`src/rtl/snap_pkg.sv`:
```
// Shared definitions for the ADC snapshot capture path: FSM encoding and
// bit positions inside the control and status words.
package snap_pkg;

    typedef enum logic [2:0] {
        ST_IDLE    = 3'd0,
        ST_ARMED   = 3'd1,
        ST_DELAY   = 3'd2,
        ST_CAPTURE = 3'd3,
        ST_DONE    = 3'd4
    } state_t;

    localparam int ARM_BIT      = 0;
    localparam int TRIG_SEL_BIT = 1;
    localparam int WE_SEL_BIT   = 2;
    localparam int DELAY_LSB    = 16;
    localparam int DELAY_MSB    = 31;

    localparam int DONE_BIT     = 31;
    localparam int BUSY_BIT     = 30;

endpackage

```
`src/rtl/adcsnap_capture_ctrl.sv`:
```
// Snapshot capture sequencer: arms on a rising arm bit, waits for a trigger and
// optional delay, then writes one full BRAM depth of ADC samples.
module adcsnap_capture_ctrl
    import snap_pkg::*;
#(
    parameter int ADDR_W = 10,
    parameter int DATA_W = 64
) (
    input  logic              user_clk,
    input  logic              user_rst_n,
    input  logic [31:0]       ctrl_word,
    input  logic [DATA_W-1:0] din,
    input  logic              din_valid,
    input  logic              trig_in,
    output logic [ADDR_W-1:0] bram_addr,
    output logic [DATA_W-1:0] bram_din,
    output logic              bram_we,
    output logic [31:0]       status_word
);

    localparam logic [ADDR_W:0] LAST_CNT = {1'b0, {ADDR_W{1'b1}}};

    state_t          state;
    logic [31:0]     ctrl_q;
    logic            arm_q_d;
    logic            trig_sel_r;
    logic [15:0]     delay_r;
    logic [15:0]     delay_cnt;
    logic [ADDR_W:0] count;

    logic arm_pulse;
    logic qs;
    logic trigger;

    assign arm_pulse = ctrl_q[ARM_BIT] & ~arm_q_d;
    assign qs        = ~ctrl_q[WE_SEL_BIT] | din_valid;
    assign trigger   = ~trig_sel_r | trig_in;

    // Control bits 15:3 are reserved; reducing them keeps them visibly accounted for.
    logic unused_ctrl;
    assign unused_ctrl = ^ctrl_q[DELAY_LSB-1:WE_SEL_BIT+1];

    // NOTE: every register here, including the BRAM-side outputs, is reset so that
    // a reset in any state yields all-zero outputs on the following cycle.
    always_ff @(posedge user_clk) begin
        if (!user_rst_n) begin
            state      <= ST_IDLE;
            ctrl_q     <= '0;
            arm_q_d    <= 1'b0;
            trig_sel_r <= 1'b0;
            delay_r    <= '0;
            delay_cnt  <= '0;
            count      <= '0;
            bram_addr  <= '0;
            bram_din   <= '0;
            bram_we    <= 1'b0;
        end else begin
            // NOTE: non-blocking assignments throughout, so every register sees
            // the pre-edge values of the others regardless of statement order.
            ctrl_q  <= ctrl_word;
            arm_q_d <= ctrl_q[ARM_BIT];
            bram_we <= 1'b0;

            if (arm_pulse) begin
                state      <= ST_ARMED;
                count      <= '0;
                delay_cnt  <= '0;
                trig_sel_r <= ctrl_q[TRIG_SEL_BIT];
                delay_r    <= ctrl_q[DELAY_MSB:DELAY_LSB];
            end else begin
                case (state)
                    ST_ARMED: begin
                        if (trigger) begin
                            if (delay_r != 16'd0) begin
                                state     <= ST_DELAY;
                                delay_cnt <= delay_r;
                            end else begin
                                state <= ST_CAPTURE;
                            end
                        end
                    end
                    ST_DELAY: begin
                        // The sample that brings the counter to zero is skipped, not written.
                        if (qs) begin
                            delay_cnt <= delay_cnt - 16'd1;
                            if (delay_cnt == 16'd1) begin
                                state <= ST_CAPTURE;
                            end
                        end
                    end
                    ST_CAPTURE: begin
                        if (qs) begin
                            bram_we   <= 1'b1;
                            bram_addr <= count[ADDR_W-1:0];
                            bram_din  <= din;
                            count     <= count + 1'b1;
                            if (count == LAST_CNT) begin
                                state <= ST_DONE;
                            end
                        end
                    end
                    ST_IDLE, ST_DONE: begin
                    end
                    default: state <= ST_IDLE;
                endcase
            end
        end
    end

    // NOTE: default assignment first so no status bit can infer a latch.
    always_comb begin
        status_word             = '0;
        status_word[DONE_BIT]   = (state == ST_DONE);
        status_word[BUSY_BIT]   = (state == ST_ARMED) || (state == ST_DELAY) ||
                                  (state == ST_CAPTURE);
        status_word[ADDR_W:0]   = count;
    end

endmodule

```
`config.mk`:
```
export PLATFORM = sky130hd
export DESIGN_NAME = adcsnap_capture_ctrl
export DESIGN_NICKNAME = d
export VERILOG_FILES = /design/src/rtl/snap_pkg.sv /design/src/rtl/adcsnap_capture_ctrl.sv
export SDC_FILE = /design/constraint.sdc
export NUM_CORES = 1
export LEC_CHECK = 0
export ABC_AREA = 1
export ABC_CLOCK_PERIOD_IN_PS = 4110
export BUFFER_PORTS_ARGS = -buffer_cell sky130_fd_sc_hd__buf_2
export CORE_MARGIN = 3
export CORE_UTILIZATION = 25
export DETAILED_ROUTE_END_ITERATION = 10
export GPL_ROUTABILITY_DRIVEN = 1
export PLACE_DENSITY = 0.43
export SLEW_MARGIN = 25
export SYNTH_ARGS = -nofsm -noshare
export SYNTH_HDL_FRONTEND = slang
export SYNTH_SLANG_ARGS = --single-unit
export TNS_END_PERCENT = 30
```
`constraint.sdc`:
```
create_clock -name user_clk -period 4.11 [get_ports user_clk]
set_input_delay 0.411 -clock user_clk [delete_from_list [all_inputs] [get_ports user_clk]]
set_output_delay 0.411 -clock user_clk [all_outputs]
set_load 0.05 [all_outputs]
```
-- Yosys cells after proc, flatten, opt, wreduce, memory -nomap -nowiden
Cells that the tools add are included.
- register bits: 155
- latch bits: 0
- bits in writable memories: 0
- memory bits (read-only): 0
- bits of input ports: 100
- output and inout port bits: 107
- word-level logic and storage cells: 67
- memories kept: 0
- add/sub/neg operators: 2
- multiply operators: 0
- divide/modulo/power cells: 0
- order comparisons: 0
- equality and inequality tests: 18
- shift-type cells: 0
- mux-type cells: 13
- bitwise logic cells: 10
- reduce and logical (&&, ||, !) cells: 13
- operators by type and width (cell ; count):
    $mux 16 ; 3
    $pmux 16 s2 ; 1
    $eq 16x1->1 const B ; 1
    $reduce_bool 16->1 ; 1
    $sub 16x1->16 const B ; 1
    $mux 3 ; 5
    $ne 3x3->1 const B ; 5
    $ne 2x2->1 const B ; 7
    $pmux 3 s4 ; 1
    $reduce_and 6->1 ; 2
    $add 11x1->11 const B ; 1
    $eq 11x10->1 const B ; 1
    $not 1->1 ; 7
    $eq 3x2->1 const B ; 2
    $reduce_and 4->1 ; 1
    $reduce_or 2->1 ; 2
    $eq 3x1->1 const B ; 1
    $eq 3x3->1 const B ; 1
    $logic_not 3->1 ; 1
    $mux 1 ; 3
    $reduce_and 3->1 ; 1
    $reduce_or 3->1 ; 1
    $logic_or 1x1->1 ; 2
    $or 1x1->1 ; 2
    3 further kinds ; 3

-- Depth between registers and ports, before layout
- word-level depth: 5
- mapped depth: 13
- gate-level depth less buffers: 12

-- Worst setup path before layout
Ideal clock, no wire load.
- path type: flip-flop to flip-flop
- start: reg count[1]
- end: reg state[0]
- library setup time: 64 ps
- arrival: 1680 ps
- required time: 4046 ps
- slack: 2366 ps
- cell stages (with the launch flop): 10
- buffers on the path: 0
- period minus slack after synthesis: 1744 ps
- cell sequence: dfxtp_1 -> ha_1 -> nand3_1 -> nor2_1 -> nand3_1 -> nand2_1 -> nand3_1 -> nor2_1 -> nor2_1 -> nor2_1
- word-level cells in the longest chain between the ends: 3
- RTL lines (item ; RTL line ; source):
    from (decl) ; adcsnap_capture_ctrl.sv:29 ; logic [ADDR_W:0] count;
    from (signal assigned) ; adcsnap_capture_ctrl.sv:96 ; count <= count + 1'b1;
    $eq 11x10->1 ; adcsnap_capture_ctrl.sv:97 ; if (count == LAST_CNT) begin
    $ne 3x3->1 (no source line) ; n/a ;
    $reduce_and 6->1 (no source line) ; n/a ;
    to (signal assigned) ; adcsnap_capture_ctrl.sv:87 ; state <= ST_CAPTURE;
    to (signal assigned) ; adcsnap_capture_ctrl.sv:98 ; state <= ST_DONE;
    to (signal assigned) ; adcsnap_capture_ctrl.sv:104 ; default: state <= ST_IDLE;
    to (decl) ; adcsnap_capture_ctrl.sv:23 ; state_t state;
No other way between the ends.
A chain may end at the register's enable or synchronous reset.

-- Worst setup path after layout
- start: reg state[2]
- end: reg delay_cnt[12]
- word-level cells in the longest chain between the ends: 3
- elaborated cells on any way between the ends: 8
- those cells by class: eq/ne (5); mux (1); reduce/logical (2)
- RTL lines (item ; RTL line ; source):
    from (signal assigned) ; adcsnap_capture_ctrl.sv:47 ; state <= ST_IDLE;
    from (signal assigned) ; adcsnap_capture_ctrl.sv:65 ; state <= ST_ARMED;
    from (signal assigned) ; adcsnap_capture_ctrl.sv:75 ; state <= ST_DELAY;
    $eq 3x1->1 / $eq 3x2->1 (equally long branches) ; adcsnap_capture_ctrl.sv:71 ; case (state)
    $ne 2x2->1 (no source line) / $reduce_bool 2->1 (equally long branches) ; n/a ;
    $reduce_and 4->1 (no source line) ; n/a ;
    to (signal assigned) ; adcsnap_capture_ctrl.sv:76 ; delay_cnt <= delay_r;
    to (signal assigned) ; adcsnap_capture_ctrl.sv:85 ; delay_cnt <= delay_cnt - 16'd1;
    to (decl) ; adcsnap_capture_ctrl.sv:28 ; logic [15:0] delay_cnt;
Several ways; a longest one is shown, not always the timed one.

==> results.py <==
metrics = {
    "logic_synthesis": {
        "post_synth_xor_area_fraction_pct": 0.301,
        "synth_mux_area_share_pct": 0,
        "syn_area_per_cell_um2": 7.26,
        "synthSimpleGateAreaFrac_pct": 25.3,
        "ys_top_cells_by_area": "dfxtp_1, nor2_1, o21ai_0, nand2_1, inv_1",
        "synth_top_family_by_area": "simple AND/OR/NAND/NOR gates",
        "synth.distinct_cells": 30,
        "synthesis.area_um2": 5810,
        "synth_top_area_share_pct": 48.9,
        "seq_area_frac_synth_pct": 48.9,
        "synth_area_leader_cell": "dfxtp_1",
        "ys.warnings.count": 0,
        "synth_fa_ha_area_share_pct": 0.646,
        "synth_compound_area_share_pct": 13.8,
        "syn_inst": 800,
        "ys_ff_latch": 142,
    },
    "die": {
        "design.core.area_um2": 22700,
        "ios": 207,
        "die_area_um2": 25100,
        "num_rows": 55,
        "die_x_um": 158,
        "initial_core_util_pct": 25.6,
        "die_h_um": 158,
    },
    "route": {
        "viasPerCell": 4.27,
        "drt-initial-drc-count": 324,
        "dr.pass1.iters": 4,
        "vias": 5364,
        "routedWlPerCell_um": 13.5,
        "antenna_left": 0,
        "routed_wl_um": 17000,
        "drc": 0,
    },
    "place": {
        "gp_congestion": 0.820,
        "dpl-instance-area_um2": 6780,
        "hpwlAfterDp_um": 11700,
        "io_buffers": 174,
    },
    "sta": {
        "rsz0062_at_grt": "no",
        "holdWs_ns": 0.176,
        "drv_slew": 0,
        "setup_viol": 0,
        "fin_setup_tns_ns": 0,
        "final.setup_skew_ns": 0.00941,
        "fin_crit_ns": 2.36,
        "worst_slew_pin_slew_ns": 0.836,
        "clock.fmax_mhz": 424,
        "hold_violations": 0,
        "slew_headroom_pct": 44.2,
        "finalCritPeriodShare_pct": 57.4,
    },
    "power": {
        "power.switching_w": 0.000790,
        "power_frac_seq_pct": 43.1,
        "p_per_area_nw_per_um2": 442,
        "clkPwrFrac_pct": 49.5,
        "combPwrFrac_pct": 7.4,
        "p_leak_nw": 3.75,
        "ir_drop_mv": 0.289,
        "switching_share_pct": 24.0,
        "internal_power_w": 0.00250,
    },
    "cts": {
        "clkTransAtPathRegs_ns": 0.06,
        "hold_buffers": 0,
        "clkSinkCount": 142,
        "clk_latency_ns": 0.42,
        "postCtsSetupBuffers": 0,
        "cts_htree_levels": 4,
        "cts_resized": 0,
        "cts_tree": "yes",
        "ctsLongestPathBuffers": 2,
        "numCtsBuffers": 17,
        "root_buffer": "clkbuf_16",
    },
    "worst_setup_path": {
        "crit_path_max_fanout": 21,
        "worstPathCellList": "nor2_1, nand2_1, nand2_1, inv_1, nor2_2, nand2_2, inv_2, nand2_1, nor2_1, nor2_1",
        "critical_path.top_delay_family": "simple AND/OR/NAND/NOR gates",
        "critPathCaptureType": "flip-flop",
        "worstPathArrival_ns": 2.67,
        "crit_slowest_cell": "nand2_1",
        "start_kind": "flip-flop",
        "path_class": "flip-flop to flip-flop",
        "crit_buf_inv": 2,
        "required_ns": 4.42,
        "critPathMaxStageDelay_ns": 0.43,
    },
    "final_layout": {
        "fillers": 2535,
        "area_growth_syn_to_layout_pct": 27.9,
        "diodes": 0,
        "final_nets": 1062,
        "drive_above_1_share_pct": 22.9,
        "fin_area_um2": 7430,
        "final_core_util_pct": 32.7,
    },
    "global_route": {
        "overflow": 0,
        "grt_usage_pct": 13.6,
        "grt_start_max_net_pins": 112,
        "antenna_found_initial": 3,
        "grt_pass1_vias": 5264,
        "grt_pass1_wl_um": 27100,
    },
    "hold_path": {
        "hold_path.class": "input pin to flip-flop",
    },
    "status": {
        "status": "complete, no violations",
    },
    "run": {
        "maxCapViolCount": 0,
    },
}
[flip-flops by register name (all words and copies together), names as in the netlist]
name and count:
arm_q_d 1, bram_addr 10, bram_din 64, bram_we 1
count 11, ctrl_q 19, delay_cnt 16, delay_r 16
state 3, trig_sel_r 1
[placed cells by master (no fill, tap or decap), drive strengths merged, types with 6 or more instances in the layout]
cell and n:
conb 19, dfxtp 142, clkinvlp 6, o21ai 115, nand4 8, inv 72, nand3 29, buf 180
clkbuf 19, a21oi 42, nand2 108, nor2 211
[cells in the mapped netlist (all sizes together)]
library cell / n
nor2: 211
dfxtp: 142
o21ai: 115
nand2: 108
inv: 72
buf: 44
a21oi: 42
nand3: 29
clkbuf: 14
nand4: 8
ha: 3
nor3: 3
xor2: 2
clkinv: 1
conb: 1
nand3b: 1
nor3b: 1
o221a: 1
o31ai: 1
or2: 1
[per-stage QoR]
step | cells | setup WS (ns) | total power, W
floorplan | 818 | 2.37 | 0.00162
global placement | 1224 | 1.70 | 0.00169
detailed placement | 1224 | 1.72 | 0.00169
CTS | 1256 | 1.72 | 0.00334
global route | 1257 | 1.43 | 0.00344
finish | 1257 | 1.75 | 0.00329
[layout make-up]
type	instances	area, um^2	area share [%]
clock buffer	19	433	5.82
clock inverter	13	191	2.57
inverter	73	274	3.69
multi-input combinational	545	2400	32.3
sequential	142	2840	38.2
tap	285	357	4.80
timing repair buffer	180	936	12.6
[path summary, 6_finish.rpt]
kind | startpoint | endpoint | slack (ns) | depth (start not counted)
worst max-delay path | state[2]$_SDFFE_PP0P_ | delay_cnt[12]$_SDFFE_PP0P_ | 1.75 | 10
worst min-delay path | ctrl_word[30] | ctrl_q[30]$_SDFF_PN0_ | 0.18 | 3
worst max register to register | state[2]$_SDFFE_PP0P_ | delay_cnt[12]$_SDFFE_PP0P_ | 1.75 | 10
worst min register to register | ctrl_q[0]$_SDFF_PN0_ | arm_q_d$_SDFF_PN0_ | 0.43 | 2
[power groups by stage]
stage	combinational, W	sequential (W)	clock [W]
final	0.000245	0.00142	0.00163
after floorplan	0.000177	0.00145	0
after CTS	0.000244	0.00142	0.00168
after detailed placement	0.000244	0.00145	0
after global placement	0.000244	0.00145	0
after global routing	0.000279	0.00142	0.00174
[kinds of logic (layout without fill, tap and decap cells)]
logic type	count (synthesis)	after routing
AO/OA/AOI/OAI	159	159
other	1	19
adder cells (fa/ha/maj)	3	3
AND/OR/NAND/NOR	362	362
buffers and inverters	131	285
flip-flops	142	142
XOR/XNOR	2	2
[worst register-to-register path, delay by kind of cell (launching register included)]
kind / cells / cell delay, ns
buf+inv: 2 / 0.38
simple gates: 8 / 1.50
flops: 1 / 0.37
[routing by layer]
metal	vias up	part of all wire, %	track usage (%)
li1	2810	-	-
met5	-	0.18	0
met4	6	2.3	5.33
met3	29	7.9	5.82
met1	2375	45	17.1
met2	144	44	20.6
(Power assumes the default switching activity.)
